## config.mk

```make
export PLATFORM = sky130hd
export DESIGN_NAME = stepper_step_seq
export DESIGN_NICKNAME = d
export VERILOG_FILES = /design/src/rtl/stepper_pkg.sv /design/src/rtl/step_timer.sv /design/src/rtl/stepper_step_seq.sv
export SDC_FILE = /design/constraint.sdc
export NUM_CORES = 1
export LEC_CHECK = 0
export ABC_AREA = 1
export BUFFER_PORTS_ARGS = -buffer_cell sky130_fd_sc_hd__buf_4
export CORE_MARGIN = 2
export CORE_UTILIZATION = 45
export CTS_CLUSTER_DIAMETER = 50
export DETAILED_ROUTE_END_ITERATION = 12
export PLACE_DENSITY = 0.79
export SLEW_MARGIN = 10
export SYNTH_ARGS = -nofsm -noshare
export SYNTH_HDL_FRONTEND = slang
export SYNTH_HIERARCHICAL = 1
export SYNTH_SLANG_ARGS = --single-unit
```

## constraint.sdc

```tcl
create_clock -name clk -period 3.6 [get_ports clk]
set_clock_uncertainty 0.1 [all_clocks]
set_input_delay 1.08 -clock clk [delete_from_list [all_inputs] [get_ports clk]]
set_output_delay 1.08 -clock clk [all_outputs]
set_load 0.01 [all_outputs]
```

## src/rtl/stepper_pkg.sv

```systemverilog
// Shared definitions for the step/direction sequencer: sequencer states,
// default widths and a small width helper.
package stepper_pkg;

   localparam int DEF_CNT_W   = 16;
   localparam int DEF_PER_W   = 6;
   localparam int DEF_PULSE_W = 2;

   typedef enum logic [2:0] {
      IDLE  = 3'd0,
      SETUP = 3'd1,
      HIGH  = 3'd2,
      LOW   = 3'd3,
      DONE  = 3'd4
   } state_t;

   function automatic int max_int(input int a, input int b);
      return (a > b) ? a : b;
   endfunction

endpackage

```

## src/rtl/step_timer.sv

```systemverilog
// Loadable down-counter shared by the STEP high and low phases; expire flags
// the last cycle of the loaded duration and the count never wraps below zero.
module step_timer #(
   parameter int W = 6
) (
   input  logic         clk,
   input  logic         rst_n,
   input  logic         load,
   input  logic [W-1:0] value,
   input  logic         en,
   output logic         expire
);

   logic [W-1:0] r_cnt;

   // NOTE: non-blocking assignments in clocked logic, so every register
   // updates from the values present before the edge.
   always_ff @(posedge clk or negedge rst_n) begin
      if (!rst_n) begin
         r_cnt <= '0;
      end else if (load) begin
         r_cnt <= value;
      end else if (en && (r_cnt != '0)) begin
         r_cnt <= r_cnt - W'(1);
      end
   end

   assign expire = (r_cnt == '0);

endmodule

```

## src/rtl/stepper_step_seq.sv

```systemverilog
// Step/direction sequencer for one axis: takes a move command over valid/ready
// and plays out a registered STEP pulse train with a held DIR level.
module stepper_step_seq
   import stepper_pkg::*;
#(
   parameter int CNT_W   = DEF_CNT_W,
   parameter int PER_W   = DEF_PER_W,
   parameter int PULSE_W = DEF_PULSE_W
) (
   input  logic             clk,
   input  logic             rst,
   input  logic             cmd_valid,
   output logic             cmd_ready,
   input  logic             cmd_dir,
   input  logic [CNT_W-1:0] cmd_steps,
   input  logic [PER_W-1:0] cmd_period,
   input  logic             abort,
   output logic             step,
   output logic             dir,
   output logic             busy,
   output logic             done,
   output logic             aborted,
   output logic [CNT_W-1:0] steps_left
);

   localparam int TMR_W = max_int(PER_W, $clog2(PULSE_W + 1));

   state_t             r_state;
   state_t             w_next;
   logic [PER_W-1:0]   r_period;
   logic               r_abort_pend;
   logic               w_accept;
   logic               w_abort_exit;
   logic               w_expire;
   logic               w_load;
   logic [TMR_W-1:0]   w_load_val;
   logic               w_tmr_en;

   assign cmd_ready = rst && (r_state == IDLE);
   assign w_accept  = cmd_valid && cmd_ready;

   // NOTE: defaults are assigned first so every path drives w_next and
   // w_abort_exit, and no latch is inferred.
   always_comb begin
      w_next       = r_state;
      w_abort_exit = 1'b0;
      case (r_state)
         IDLE: begin
            if (w_accept) w_next = (cmd_steps == '0) ? DONE : SETUP;
         end
         SETUP: begin
            if (abort) begin
               w_next       = DONE;
               w_abort_exit = 1'b1;
            end else begin
               w_next = HIGH;
            end
         end
         HIGH: begin
            // an abort seen anywhere in the pulse only takes effect once it completes
            if (w_expire) begin
               if (abort || r_abort_pend) begin
                  w_next       = DONE;
                  w_abort_exit = 1'b1;
               end else begin
                  w_next = LOW;
               end
            end
         end
         LOW: begin
            if (w_expire && (steps_left == '0)) begin
               w_next = DONE;
            end else if (abort) begin
               w_next       = DONE;
               w_abort_exit = 1'b1;
            end else if (w_expire) begin
               w_next = HIGH;
            end
         end
         DONE:    w_next = IDLE;
         default: w_next = IDLE;
      endcase
   end

   // The timer is reloaded only when entering a timed phase.
   assign w_load     = (w_next != r_state) && ((w_next == HIGH) || (w_next == LOW));
   assign w_load_val = (w_next == HIGH) ? TMR_W'(PULSE_W - 1)
                                        : TMR_W'(r_period - PER_W'(1));
   assign w_tmr_en   = (r_state == HIGH) || (r_state == LOW);

   step_timer #(.W(TMR_W)) u_timer (
      .clk    (clk),
      .rst_n  (rst),
      .load   (w_load),
      .value  (w_load_val),
      .en     (w_tmr_en),
      .expire (w_expire)
   );

   always_ff @(posedge clk or negedge rst) begin
      if (!rst) begin
         r_state      <= IDLE;
         r_period     <= PER_W'(1);
         r_abort_pend <= 1'b0;
         step         <= 1'b0;
         dir          <= 1'b0;
         busy         <= 1'b0;
         done         <= 1'b0;
         aborted      <= 1'b0;
         steps_left   <= '0;
      end else begin
         r_state <= w_next;
         step    <= (w_next == HIGH);
         busy    <= (w_next != IDLE);
         done    <= (w_next == DONE);
         r_abort_pend <= ((r_state == HIGH) && (w_next == HIGH)) ? (abort || r_abort_pend) : 1'b0;

         if (w_accept) begin
            dir        <= cmd_dir;
            steps_left <= cmd_steps;
            r_period   <= (cmd_period == '0) ? PER_W'(1) : cmd_period;
            aborted    <= 1'b0;
         end
         if (w_abort_exit) aborted <= 1'b1;
         if ((r_state == HIGH) && w_expire && (steps_left != '0)) begin
            steps_left <= steps_left - CNT_W'(1);
         end
      end
   end

endmodule
```

==> impl_results.rst <==
.. list-table::
   :header-rows: 1

   * - Metric
     - Value
   * - Reported net switching power
     - 1.17 mW
   * - Cell with the largest stage delay on the worst path
     - buf_4
   * - Switching part of the total
     - 46.9%
   * - Run status
     - completed
   * - Count of hold buffers inserted by post-cts repair
     - 0
   * - CP required
     - 2.42 ns
   * - Distinct cells, synth
     - 32
   * - DRC viols
     - 0
   * - Pin count of the biggest net entering global routing
     - 38
   * - Total placed instance area
     - 2950 um2
   * - CP Capture Type
     - output pin
   * - Fmax
     - 372 MHz
   * - Critical Path Start Type
     - input pin
   * - Max Transition Viols Final
     - 0
   * - Number of diodes added for antenna fixing
     - 0
   * - First-pass GRT wire length
     - 10500 um
   * - I/O pin total
     - 49
   * - Synth-to-layout area growth
     - 20.0%
   * - Half-perimeter wire length after detailed placement
     - 4490 um
   * - Chain of cells forming the critical path
     - buf_4 > inv_1 > nor2_1 > buf_4
   * - Post-synthesis share of cell area spent on full adders, half adders and majority gates
     - 2.48%
   * - Hold Vio Cnt, Final
     - 0
   * - Vias per cell
     - 4.86
   * - H-tree depth
     - 2
   * - Largest family of logic cells by synthesized area
     - simple AND/OR/NAND/NOR gates
   * - Post-synth net total
     - 402
   * - Layout filler cell count
     - 529
   * - GPL Wtd Cong
     - 0.902
   * - Sequential cell area fraction in the yosys report
     - 36.7%
   * - Maximum net fanout on the critical path
     - 2
   * - CP peak stage delay
     - 0.14 ns
   * - Flip-flop and latch area
     - 927 um2
   * - Max Buffers Root-to-Sink
     - 2
   * - Power density cells
     - 821 nW/um2
   * - Iter 0 DRT Violations
     - 105
   * - Post-synthesis compound-gate area fraction
     - 5.94%
   * - Skew-Pair Late Insertion Delay
     - 0.29 ns
   * - # Max-Cap Violations
     - 0
   * - Combined area of the multi-input logic cells
     - 1380 um2
   * - Clk sinks
     - 37
   * - Post-Syn Instances
     - 370
   * - Tmin final
     - 2.69 ns
   * - Share of cells above drive strength 1
     - 20.7%
   * - Classification of the worst-slack hold path
     - reg2reg
   * - Parity-gate share of the synthesized area counting xor and xnor cells
     - 5.20%
   * - Total negative slack for setup checks
     - 0 ns
   * - Leakage power summed over all cells
     - 1.60 nW
   * - Arrival time at the worst endpoint
     - 1.51 ns
   * - Post-route cell area
     - 3030 um2
   * - Number of port buffers
     - 48
   * - Area inside the core boundary
     - 5470 um2
   * - Cell Rows
     - 27
   * - Final-stage net count
     - 452
   * - Number of buffers added by the clock tree synthesis step
     - 5
   * - Transition time at the pin with the least slew margin
     - 0.483 ns
   * - Overall Global Routing Usage
     - 21.0%
   * - Total chip power
     - 2.49 mW
   * - Starting utilization of the core area
     - 46.2%
   * - Vias in the first global route
     - 2381
   * - Critical path start-end classification
     - in2out
   * - CP delay by family, top
     - buffers and inverters
   * - Residual overflow from global routing
     - 0
   * - Horizontal die dimension
     - 78.9 um
   * - Part of the power in combinational logic
     - 54.7%
   * - Vias post-DR
     - 2396
   * - Number of instances resized during post-cts repair
     - 0
   * - Detail Route Antenna Nets
     - 0
   * - IR Drop Worst-Case VDD
     - 0.000360 V
   * - Final clock period utilization by the worst path
     - 74.6%
   * - Die ar.
     - 6230 um2
   * - Share of synthesized cell area in and, or, nand and nor gates
     - 40.9%
   * - Wire length reported by the detailed router
     - 5850 um
   * - Initial antenna violation count
     - 0
   * - Mux cell area share after synthesis
     - 0%
   * - Levels on crit path
     - 4
   * - Clock network fraction of design power
     - 11.4%
   * - Detailed-router iteration count before antenna repair
     - 4
   * - Synthesized area per cell
     - 6.83 um2
   * - Setup repair after global routing missed its margin
     - false
   * - Y dimension of the die
     - 78.9 um
   * - Internal Pwr Total
     - 1.32 mW
   * - Setup bufs post-CTS
     - 0
   * - Clk slew on worst S/H paths
     - 0.07 ns
   * - Slew HR
     - 67.8%
   * - Most used cell, CP
     - buf_4
   * - Setup violations, final
     - 0
   * - Post-synthesis instance area
     - 2530 um2
   * - Share of power burned in registers
     - 33.9%
   * - CP Buf/Inv Count
     - 3
   * - CTS tree
     - built
   * - Average routed wire per standard cell
     - 11.9 um
   * - Clock Tree Root
     - clkbuf_8
   * - Yosys reg bits
     - 37
   * - Yosys warnings
     - 6
   * - Cell count of the worst reg-to-reg path
     - 16
   * - Slack of the worst reg-to-reg path
     - 1.21 ns
   * - Count of cells along the worst hold path
     - 2
[worst register-to-register path: cells and delay by family (launching register included)]
kind,cells,cell delay [ns]
adders and majority gates,1,0.20
DFF,1,0.39
AOI/OAI and AO/OA,3,0.32
buffers and inverters,5,0.73
and+or+nand+nor,7,0.56
[per-stage QoR]
step / hold WS [ns] / cells / worst slack, ns / util [%]
detailed placement: 0.378 / 485 / 0.864 / 53.9
global placement: 0.375 / 485 / 0.931 / 53.9
global route: 0.432 / 493 / 0.870 / 55.4
floorplan: 0.384 / 370 / 1.13 / -
CTS: 0.397 / 493 / 0.911 / 55.4
finish: 0.384 / 493 / 0.913 / 55.4
[Yosys cell counts]
cell type / instances / share of area [%]
a21oi_1: 3 / 0.59
a21oi_2: 1 / 0.35
a2bb2oi_1: 1 / 0.35
buf_2: 4 / 0.79
buf_4: 2 / 0.59
buf_6: 2 / 0.89
dfrtp_1: 36 / 36
dfstp_2: 1 / 1.0
ha_1: 5 / 2.5
inv_1: 38 / 5.6
inv_2: 6 / 0.89
nand2_1: 130 / 19
nand2_2: 1 / 0.25
nand2_4: 3 / 1.3
nand3_1: 31 / 6.1
nand3_2: 1 / 0.40
nand3b_1: 1 / 0.30
nand4_1: 2 / 0.50
nor2_1: 53 / 7.9
nor2_2: 7 / 1.7
nor2_4: 4 / 1.8
nor3_1: 1 / 0.20
nor3_2: 2 / 0.79
o21a_1: 1 / 0.30
o21ai_0: 10 / 2.0
o21ai_1: 4 / 0.79
o21ai_2: 2 / 0.69
o21bai_1: 1 / 0.30
o221ai_2: 1 / 0.59
or2_0: 1 / 0.25
xnor2_1: 5 / 1.7
xor2_1: 10 / 3.5
[per-layer routing]
metal	track usage (%)	vias up	wire, um
met1	27.9	1108	2780
li1	-	1234	-
met3	3.86	4	218
met4	5.69	0	59
met5	0	-	0
met2	35.4	50	2800
[cell usage in the layout, fill, tap and decap left out, drive strengths merged]
cell type / netlist / final
nand3: 32 / 32
o21ai: 16 / 16
inv: 44 / 44
o221ai: 1 / 1
xnor2: 5 / 5
nand3b: 1 / 1
or2: 1 / 1
nor2: 64 / 64
o21a: 1 / 1
buf: 8 / 51
nand2: 134 / 134
ha: 5 / 5
clkinv: 0 / 2
nor3: 3 / 3
nand4: 2 / 2
dfrtp: 36 / 36
a2bb2oi: 1 / 1
dfstp: 1 / 1
clkbuf: 0 / 6
xor2: 10 / 10
a21oi: 4 / 4
o21bai: 1 / 1
[area by class of cell]
type                       instances  area share, %
timing repair buffer              51           12.6
clock buffer                       6           2.39
clock inverter                     2          0.330
multi-input combinational        281           45.6
tap                               72           2.97
sequential                        37           30.6
inverter                          44           5.45
[power groups by stage]
stage	Combinational (mW)	Clock [mW]	Sequential, mW
2_1_floorplan	0.941	0	0.841
3_3_place_gp	1.33	0	0.844
3_5_place_dp	1.36	0	0.847
4_1_cts	1.37	0.295	0.841
5_1_grt	1.56	0.314	0.872
6_report	1.36	0.284	0.844
[registers in the layout, indices dropped and copies added, names as in the netlist]
name           flops
r_abort_pend       1
u_timer/r_cnt      6
r_period           6
steps_left        16
aborted            1
busy               1
done               1
dir                1
r_state            3
step               1
[cells by family (layout without fill, tap and decap cells)]
family	count (synthesis)	after routing
buf+inv	52	103
simple gates	237	237
fa+ha+maj	5	5
compound gates	24	24
xor+xnor	15	15
flops	37	37
[worst paths after layout]
path,start,to
worst max-delay path,rst,cmd_ready
worst min-delay path,dir,dir
worst max register to register,u_timer/r_cnt[0],u_timer/r_cnt[1]
worst min register to register,dir,dir
max in group asynchronous,rst,r_period[0]
min in group asynchronous,rst,aborted
Power figures use the tool's default switching activity.
